===== src/rtl/pixel_fetch_if.sv =====
// Request/response and frame-buffer read signals between the centre finder,
// the frame buffer and pixel_fetch.
interface pixel_fetch_if #(
  parameter int ADDR_W = 19,
  parameter int PIX_W  = 8
);
  logic [9:0]        req_adr_x;
  logic [9:0]        req_adr_y;
  logic              req_valid;
  logic [PIX_W-1:0]  thresh;
  logic              rec_data;
  logic              rec_data_vaild;
  logic              req_oob;
  logic              busy;
  logic              mem_rd_en;
  logic [ADDR_W-1:0] mem_addr;
  logic [PIX_W-1:0]  mem_rd_data;

  modport slave (
    input  req_adr_x, req_adr_y, req_valid, thresh, mem_rd_data,
    output rec_data, rec_data_vaild, req_oob, busy, mem_rd_en, mem_addr
  );

  modport master (
    output req_adr_x, req_adr_y, req_valid, thresh, mem_rd_data,
    input  rec_data, rec_data_vaild, req_oob, busy, mem_rd_en, mem_addr
  );
endinterface


===== src/rtl/pixel_fetch.sv =====
// Single-pixel fetch for the circle-centre search: reads one greyscale pixel
// per request and returns it thresholded to one bit with a one-cycle pulse.
module pixel_fetch #(
  parameter int IMG_W       = 640,
  parameter int IMG_H       = 480,
  parameter int ADDR_W      = 19,
  parameter int PIX_W       = 8,
  parameter int RD_LAT      = 1,
  parameter int DARK_IS_ONE = 1
) (
  input  logic         clk,
  input  logic         rst,
  pixel_fetch_if.slave bus
);
  localparam int          CNT_W    = $clog2(RD_LAT + 1);
  localparam logic [31:0] IMG_W_U  = 32'(IMG_W);
  localparam logic [31:0] IMG_H_U  = 32'(IMG_H);

  typedef enum logic [2:0] {IDLE, CALC, ISSUE, WAITRD, RESP, HOLD} state_t;

  state_t            state_q, state_d;
  logic [9:0]        x_q, x_d;
  logic [9:0]        y_q, y_d;
  logic [PIX_W-1:0]  thresh_q, thresh_d;
  logic              oob_q, oob_d;
  logic [CNT_W-1:0]  cnt_q, cnt_d;
  logic              mem_rd_en_q, mem_rd_en_d;
  logic [ADDR_W-1:0] mem_addr_q, mem_addr_d;
  logic              rec_data_q, rec_data_d;
  logic              rec_vld_q, rec_vld_d;
  logic              req_oob_q, req_oob_d;
  logic              busy_q, busy_d;

  // Unsigned compare; a pixel equal to the threshold counts as bright.
  function automatic logic binarise(input logic [PIX_W-1:0] pix,
                                    input logic [PIX_W-1:0] th);
    if (DARK_IS_ONE != 0) return (pix < th);
    else                  return (pix >= th);
  endfunction

  always_comb begin
    state_d     = state_q;
    x_d         = x_q;
    y_d         = y_q;
    thresh_d    = thresh_q;
    oob_d       = oob_q;
    cnt_d       = cnt_q;
    mem_rd_en_d = 1'b0;
    mem_addr_d  = mem_addr_q;
    rec_data_d  = rec_data_q;
    rec_vld_d   = 1'b0;
    req_oob_d   = req_oob_q;
    case (state_q)
      IDLE: begin
        if (bus.req_valid) begin
          x_d      = bus.req_adr_x;
          y_d      = bus.req_adr_y;
          thresh_d = bus.thresh;
          state_d  = CALC;
        end
      end
      CALC: begin
        mem_addr_d = ADDR_W'(y_q) * ADDR_W'(IMG_W) + ADDR_W'(x_q);
        oob_d      = (32'(x_q) >= IMG_W_U) || (32'(y_q) >= IMG_H_U);
        state_d    = ISSUE;
      end
      ISSUE: begin
        // Wrapped search-window coordinates are answered without touching memory.
        if (oob_q) begin
          rec_data_d = 1'b0;
          req_oob_d  = 1'b1;
          rec_vld_d  = 1'b1;
          state_d    = HOLD;
        end else begin
          mem_rd_en_d = 1'b1;
          cnt_d       = CNT_W'(RD_LAT);
          state_d     = WAITRD;
        end
      end
      WAITRD: begin
        if (cnt_q == '0) begin
          rec_data_d = binarise(bus.mem_rd_data, thresh_q);
          req_oob_d  = 1'b0;
          rec_vld_d  = 1'b1;
          state_d    = RESP;
        end else begin
          cnt_d = cnt_q - CNT_W'(1);
        end
      end
      RESP: state_d = HOLD;
      // A still-asserted level request must not trigger a second read.
      HOLD: if (!bus.req_valid) state_d = IDLE;
      default: state_d = IDLE;
    endcase
    busy_d = (state_d != IDLE);
  end

  always_ff @(posedge clk or negedge rst) begin
    if (!rst) begin
      state_q     <= IDLE;
      oob_q       <= 1'b0;
      cnt_q       <= '0;
      mem_rd_en_q <= 1'b0;
      mem_addr_q  <= '0;
      rec_data_q  <= 1'b0;
      rec_vld_q   <= 1'b0;
      req_oob_q   <= 1'b0;
      busy_q      <= 1'b0;
    end else begin
      state_q     <= state_d;
      oob_q       <= oob_d;
      cnt_q       <= cnt_d;
      mem_rd_en_q <= mem_rd_en_d;
      mem_addr_q  <= mem_addr_d;
      rec_data_q  <= rec_data_d;
      rec_vld_q   <= rec_vld_d;
      req_oob_q   <= req_oob_d;
      busy_q      <= busy_d;
    end
  end

  // Request payload is only consumed after acceptance, so it needs no reset.
  always_ff @(posedge clk) begin
    x_q      <= x_d;
    y_q      <= y_d;
    thresh_q <= thresh_d;
  end

  assign bus.mem_rd_en      = mem_rd_en_q;
  assign bus.mem_addr       = mem_addr_q;
  assign bus.rec_data       = rec_data_q;
  assign bus.rec_data_vaild = rec_vld_q;
  assign bus.req_oob        = req_oob_q;
  assign bus.busy           = busy_q;
endmodule


===== src/flat_wrapper.sv =====
// flat-port wrapper written by rule: the top's interface ports become plain ports
module pixel_fetch_flat 
#(
  parameter int IMG_W       = 640,
  parameter int IMG_H       = 480,
  parameter int ADDR_W      = 19,
  parameter int PIX_W       = 8,
  parameter int RD_LAT      = 1,
  parameter int DARK_IS_ONE = 1
)
  (clk, rst, bus_req_adr_x, bus_req_adr_y, bus_req_valid, bus_thresh, bus_mem_rd_data, bus_rec_data, bus_rec_data_vaild, bus_req_oob, bus_busy, bus_mem_rd_en, bus_mem_addr);
  pixel_fetch_if #(.ADDR_W(ADDR_W), .PIX_W(PIX_W)) bus_i ();
  input  logic clk;
  input  logic rst;
  input wire logic [$bits(bus_i.req_adr_x)-1:0] bus_req_adr_x;
  input wire logic [$bits(bus_i.req_adr_y)-1:0] bus_req_adr_y;
  input wire logic [$bits(bus_i.req_valid)-1:0] bus_req_valid;
  input wire logic [$bits(bus_i.thresh)-1:0] bus_thresh;
  input wire logic [$bits(bus_i.mem_rd_data)-1:0] bus_mem_rd_data;
  output wire logic [$bits(bus_i.rec_data)-1:0] bus_rec_data;
  output wire logic [$bits(bus_i.rec_data_vaild)-1:0] bus_rec_data_vaild;
  output wire logic [$bits(bus_i.req_oob)-1:0] bus_req_oob;
  output wire logic [$bits(bus_i.busy)-1:0] bus_busy;
  output wire logic [$bits(bus_i.mem_rd_en)-1:0] bus_mem_rd_en;
  output wire logic [$bits(bus_i.mem_addr)-1:0] bus_mem_addr;
  assign bus_i.req_adr_x = bus_req_adr_x;
  assign bus_i.req_adr_y = bus_req_adr_y;
  assign bus_i.req_valid = bus_req_valid;
  assign bus_i.thresh = bus_thresh;
  assign bus_i.mem_rd_data = bus_mem_rd_data;
  assign bus_rec_data = bus_i.rec_data;
  assign bus_rec_data_vaild = bus_i.rec_data_vaild;
  assign bus_req_oob = bus_i.req_oob;
  assign bus_busy = bus_i.busy;
  assign bus_mem_rd_en = bus_i.mem_rd_en;
  assign bus_mem_addr = bus_i.mem_addr;
  pixel_fetch #(.IMG_W(IMG_W), .IMG_H(IMG_H), .ADDR_W(ADDR_W), .PIX_W(PIX_W), .RD_LAT(RD_LAT), .DARK_IS_ONE(DARK_IS_ONE)) u_core (.clk(clk), .rst(rst), .bus(bus_i));
endmodule

===== config.mk =====
export PLATFORM = sky130hd
export DESIGN_NAME = pixel_fetch_flat
export DESIGN_NICKNAME = d
export VERILOG_FILES = /design/src/rtl/pixel_fetch_if.sv /design/src/rtl/pixel_fetch.sv /design/src/flat_wrapper.sv
export SDC_FILE = /design/constraint.sdc
export NUM_CORES = 1
export LEC_CHECK = 0
export CAP_MARGIN = 30
export CORE_UTILIZATION = 54
export DETAILED_ROUTE_END_ITERATION = 7
export GPL_TIMING_DRIVEN = 1
export MAX_ROUTING_LAYER = met4
export PLACE_DENSITY = 0.85
export REMOVE_ABC_BUFFERS = 1
export SLEW_MARGIN = 20
export SYNTH_ARGS = -nofsm -noshare
export SYNTH_HDL_FRONTEND = slang
export SYNTH_SLANG_ARGS = --single-unit

===== constraint.sdc =====
create_clock -name clk -period 5.97 [get_ports clk]
set_input_delay 1.791 -clock clk [delete_from_list [all_inputs] [get_ports clk]]
set_output_delay 1.791 -clock clk [all_outputs]
set_load 0.03 [all_outputs]

# After elaboration in Yosys (flattened, before gate mapping)
# Cells that the tools add are included.
[op_classes]
n_reduce_logical = 7
eq_ne = 8
mux = 19
mul = 1
n_lt_le_gt_ge = 3
add_sub_neg = 2
[ops]
columns = ["op", "count"]
rows = [
  ["$add 19x10->19", 1],
  ["$pmux 3 s6", 1],
  ["$mul 10x3->12 const B", 1],
  ["$mux 3", 4],
  ["$ge 10x10->1 const B", 1],
  ["$ge 10x9->1 const B", 1],
  ["$mux 1", 10],
  ["$lt 8x8->1", 1],
  ["$pmux 1 s2", 4],
  ["$eq 3x2->1 const B", 2],
  ["$eq 3x3->1 const B", 2],
  ["$ne 2x2->1 const B", 2],
  ["$reduce_and 2->1", 2],
  ["$eq 3x1->1 const B", 1],
  ["$logic_not 3->1", 1],
  ["$reduce_and 3->1", 1],
  ["$reduce_bool 3->1", 1],
  ["$ne 2x1->1 const B", 1],
  ["$reduce_bool 2->1", 1],
  ["$logic_or 1x1->1", 1],
  ["$sub 1x1->1 const B", 1],
]
[word_totals]
in_bits = 39
register_bits = 57
elab_cells = 52
output_inout_bits = 24

# Longest topological paths before layout
[depth]
word_depth = 3
depth_mapped = 9
mapped_depth_nobuf = 9

# Worst setup path after synthesis
# OpenSTA, ideal clock, no wires.
[synth_path]
kind = "input port to flip-flop"
start = "input port bus_req_valid"
end = "register u_core.thresh_q[0] (enable)"
path_buffers = 0
setup_ns = 0.494
stages = 1
arrival_time_ns = 4.705
required_time_ns = 5.476
setup_slack_ns = 0.772
path_cell_list = "nor4b_1"
[synth_via]
elab_chain_cells = 1
[synth_rtl]
columns = ["item", "line", "rtl"]
rows = [
  ["start, declared", "flat_wrapper.sv:17", "input wire logic [$bits(bus_i.req_valid)-1:0] bus_req_valid;"],
  ["$reduce_and 2->1 (no line)", "n/a", ""],
  ["end signal, assigned", "pixel_fetch.sv:126", "thresh_q <= thresh_d;"],
  ["end, declared", "pixel_fetch.sv:24", "logic [PIX_W-1:0] thresh_q, thresh_d;"],
]
# No other way between the ends.
# A chain may end at the register's enable or synchronous reset.

# Final worst setup path
[layout_path]
start = "register u_core.mem_addr_q[4] (netlist: u_core.bus.mem_addr[4])"
end = "output port bus_mem_addr[4]"
[layout_lines]
columns = ["item", "line", "rtl"]
rows = [
  ["start, declared", "pixel_fetch.sv:28", "logic [ADDR_W-1:0] mem_addr_q, mem_addr_d;"],
  ["start signal, assigned", "pixel_fetch.sv:114", "mem_addr_q <= mem_addr_d;"],
  ["end, declared", "flat_wrapper.sv:25", "output wire logic [$bits(bus_i.mem_addr)-1:0] bus_mem_addr;"],
]
# No word-level cell between the ends.

==> results <==
- The flow ran to the end, and the final reports show no timing, DRC or antenna violations.
- The portion of the post-synthesis area used by sequential elements is 54.4%.
- The category of the most critical setup path is register to output pin.
- The total vias in the final route is 2090.
- In the final routed layout, each cell accounts on average for 13.4 um.
- The final weighted congestion in routability-driven placement is 0.907.
- The number of enable flip-flop cells after synthesis is 28.
- Dividing the detail-routed via count by the number of cells gives 5.23.
- Of all flip-flops after synthesis, the portion carrying an async set or reset was 50.9%.
- The number of global-route vias before repair is 1971.
- The standby leakage power is 0.00160 uW.
- The later pin in the worst-skew pair is clocked with a latency of 0.34 ns.
- The required time of the critical path is 4.18 ns.
- The number of storage elements in the synthesis netlist is 57.
- The total negative slack is 0 ns.
- The final critical-path required period is 3.19 ns.
- During I/O placement, the number of pins put on the boundary was 63.
- Timing would allow up to 314 MHz.
- The number of buffers between clock root and the deepest sink is 2.
- The wire length after detailed routing is 5360 um.
- The type of element capturing the critical path is an output pin.
- For this design, the slowest cell found on the critical path is clkdlybuf4s50_1.
- The ratio of final minimum period to clock period is 53.4%.
- The detailed-routing iteration count for the pre-antenna-repair pass is 4.
- Once placement finished, the instance area stood at 0.00359 sq mm.
- Max-cap violations in this run came to 0.
- The completed layout was analyzed and its total power is 1890 uW.
- In this run the mean area of a mapped cell was 11.3 sq um.
- In the synthesized netlist the dominant register cell turns out to be dfrtp_1.
- After routing the design area is 0.00378 sq mm.
- Hold repair after CTS inserted 0 buffers.
- The maximum level of the CTS H-tree is 3.
- TritonCTS built the clock tree.
- The actual slew at the worst max-slew pin is 0.819 ns.
- For this run, the post-layout net count is 392.
- After synthesis, the netlist uses 44 different library cells.
- The path class of the tightest hold or removal check is register to register.
- In this run, post-CTS repair resized a total of 0 instances.
- Broken down by cell family, the worst path's largest delay share belongs to buffers and inverters.
- The violation count after the first detailed-routing iteration is 109.
- The worst-case vdd ir drop is 308 uV.
- In this run the cell area of the synthesized design comes to 0.00288 sq mm.
- The data arrival time at the worst-slack endpoint is 1.40 ns.
- The total of warnings raised by yosys is 0.
- The post-CTS setup repair buffer count is 0.
- The hold violation count in the final report is 0.
- The number of buffers added on ports is 62.
- In this run the standard cell core region covers 0.00511 sq mm.
- The nature of the critical path startpoint is a register.
- The width of the chip is 75.1 um.
- Global routing used 21.2% of the available tracks.
- The maximum number of pins on one net before global-route repair is 30.
- The area growth from synthesis to final layout is 31.1%.
- The die covers 0.00563 sq mm.
- For this run the aggregate overflow at the end of global routing stands at 0.
- The detail route stage leaves a number of antenna-violating nets equal to 0.
- The largest driver fanout on the critical path is 2.
- The maximum cell stage delay along the critical path is 0.71 ns.
- The chip height is 75.1 um.
- The number of clock buffers inserted by TritonCTS is 9.
- The core utilization of the finished layout is 74.0%.
- The number of antenna repair diodes is 0.
- The floorplan row count is 26.
- The number of failing setup endpoints in the final timing report is 0.
- After legalization and detailed placement, the total HPWL measured 4030 um.
- For this design, the sink count on the clock tree is 57.
- Setup repair after global routing left no endpoint under its margin.
- The global-route wire length before repair is 8340 um.
- Cells with a size suffix above 1 make up 7.58% of the layout.
- The critical path goes through clkdlybuf4s50_1.
- The worst path buffer plus inverter count is 1.
- For the final database, setup skew stands at 0.00996 ns.
- The relative max-transition margin is 45.2%.
- The count of pins over their slew limit is 0.
- For this run, design rule violations remaining after detail routing come to 0.
- The number of antenna violations at the first check in global routing is 0.
- Synthesis produced a netlist whose cell count is 255.
- The root buffer cell is clkbuf_8.
- The power per unit of standard cell area is 500 mW/mm^2.
- The initial cell density of the core is 56.4%.
- Clock-pin slew was measured on the worst setup and hold paths at 0.06 ns.
==> metal layers <==
metal  up-vias  part of all wire (%)  track usage, %
met3         8                   5.5            3.61
met5         -                     0               -
li1       1051                     -               -
met1       960                    42            24.5
met4         0                   1.8            12.2
met2        71                    51            35.0
==> worst paths after layout <==
kind | start | end | slack, ns | cells after the start
max | u_core.bus.mem_addr[4] | bus_mem_addr[4] | 2.78 | 1
min | u_core.x_q[2] | u_core.bus.mem_addr[2] | 0.44 | 2
max reg2reg | u_core.y_q[1] | u_core.bus.mem_addr[18] | 2.97 | 9
min reg2reg | u_core.x_q[2] | u_core.bus.mem_addr[2] | 0.44 | 2
max in group asynchronous | rst | u_core.bus.mem_addr[3] | 3.86 | 2
min in group asynchronous | rst | u_core.oob_q | 1.83 | 2
==> cells in the final DEF, fill, tap and decap left out, drive strengths merged, types with 2 or more instances in the layout <==
cell type / count
nand2b: 5
clkbuf: 10
clkinv: 3
nor4b: 2
o21a: 2
clkinvlp: 2
nand2: 45
edfxtp: 28
o21ai: 23
inv: 14
dfrtp: 29
a211oi: 5
xnor2: 3
a31oi: 2
a21oi: 8
clkdlybuf4s50: 62
a21o: 5
nor3: 2
or2: 2
or3: 4
and2: 2
nand4: 5
nand3: 2
o311ai: 2
nor2b: 3
xor2: 8
buf: 2
ha: 26
nor2: 12
fa: 2
==> metrics by stage <==
| step | setup WS (ns) | instances | hold WS (ns) |
|---|---|---|---|
| after floorplan | 0.772 | 250 | 0.415 |
| after global placement | 2.69 | 384 | 0.418 |
| after detailed placement | 2.65 | 384 | 0.422 |
| after CTS | 2.77 | 400 | 0.437 |
| after global routing | 2.74 | 400 | 0.470 |
| final | 2.78 | 400 | 0.438 |
==> registers in the layout (all words and copies together) (netlist names) <==
signal / flops
u_core.bus.mem_addr: 19
u_core.x_q: 10
u_core.y_q: 10
u_core.thresh_q: 8
u_core.state_q: 3
u_core.bus.busy: 1
u_core.bus.mem_rd_en: 1
u_core.bus.rec_data: 1
u_core.bus.rec_data_vaild: 1
u_core.bus.req_oob: 1
u_core.cnt_q: 1
u_core.oob_q: 1
==> where the power goes <==
part / total, uW / switching (uW) / leakage [uW] / internal [uW]
sequential: 642 / 83.3 / 0.000613 / 559
clock: 338 / 149 / 0.0000897 / 190
combinational: 908 / 536 / 0.000894 / 372
total: 1890 / 768 / 0.00160 / 1120
==> Yosys cell counts (3+ instances only) <==
cell type	instances	area share (%)
xor2_1	7	2.1
nor2_1	11	1.4
inv_1	14	1.8
nand2b_1	5	1.1
nor2b_1	3	0.65
edfxtp_1	28	29
clkbuf_1	5	0.65
xnor2_1	3	0.91
a21o_1	5	1.3
nand4_1	5	1.1
o21ai_0	21	3.6
or3_1	4	0.87
a211oi_1	4	1.0
nand2_1	44	5.7
dfrtp_1	29	25
ha_1	26	11
a21oi_1	8	1.4
==> cell type report <==
type / instances / area (sq um)
clock buffers: 10 / 128
clock inverters: 6 / 58.8
fillers: 354 / 1330
inverters: 14 / 52.6
multi-input cells: 179 / 1250
flip-flops and latches: 57 / 1570
well taps: 70 / 87.6
repair buffers: 64 / 636
==> cells by family (layout without fill, tap and decap cells) <==
group                      Yosys count  after routing  share of synthesized area, %
buffers and inverters               19             94                          2.48
adders and majority gates           28             28                          12.7
DFF                                 57             57                          54.4
and+or+nand+nor                     85             85                          14.3
AOI/OAI and AO/OA                   55             55                          12.5
xor gates and xnor gates            11             11                          3.60
No activity file was read; power rests on OpenSTA's default activity.
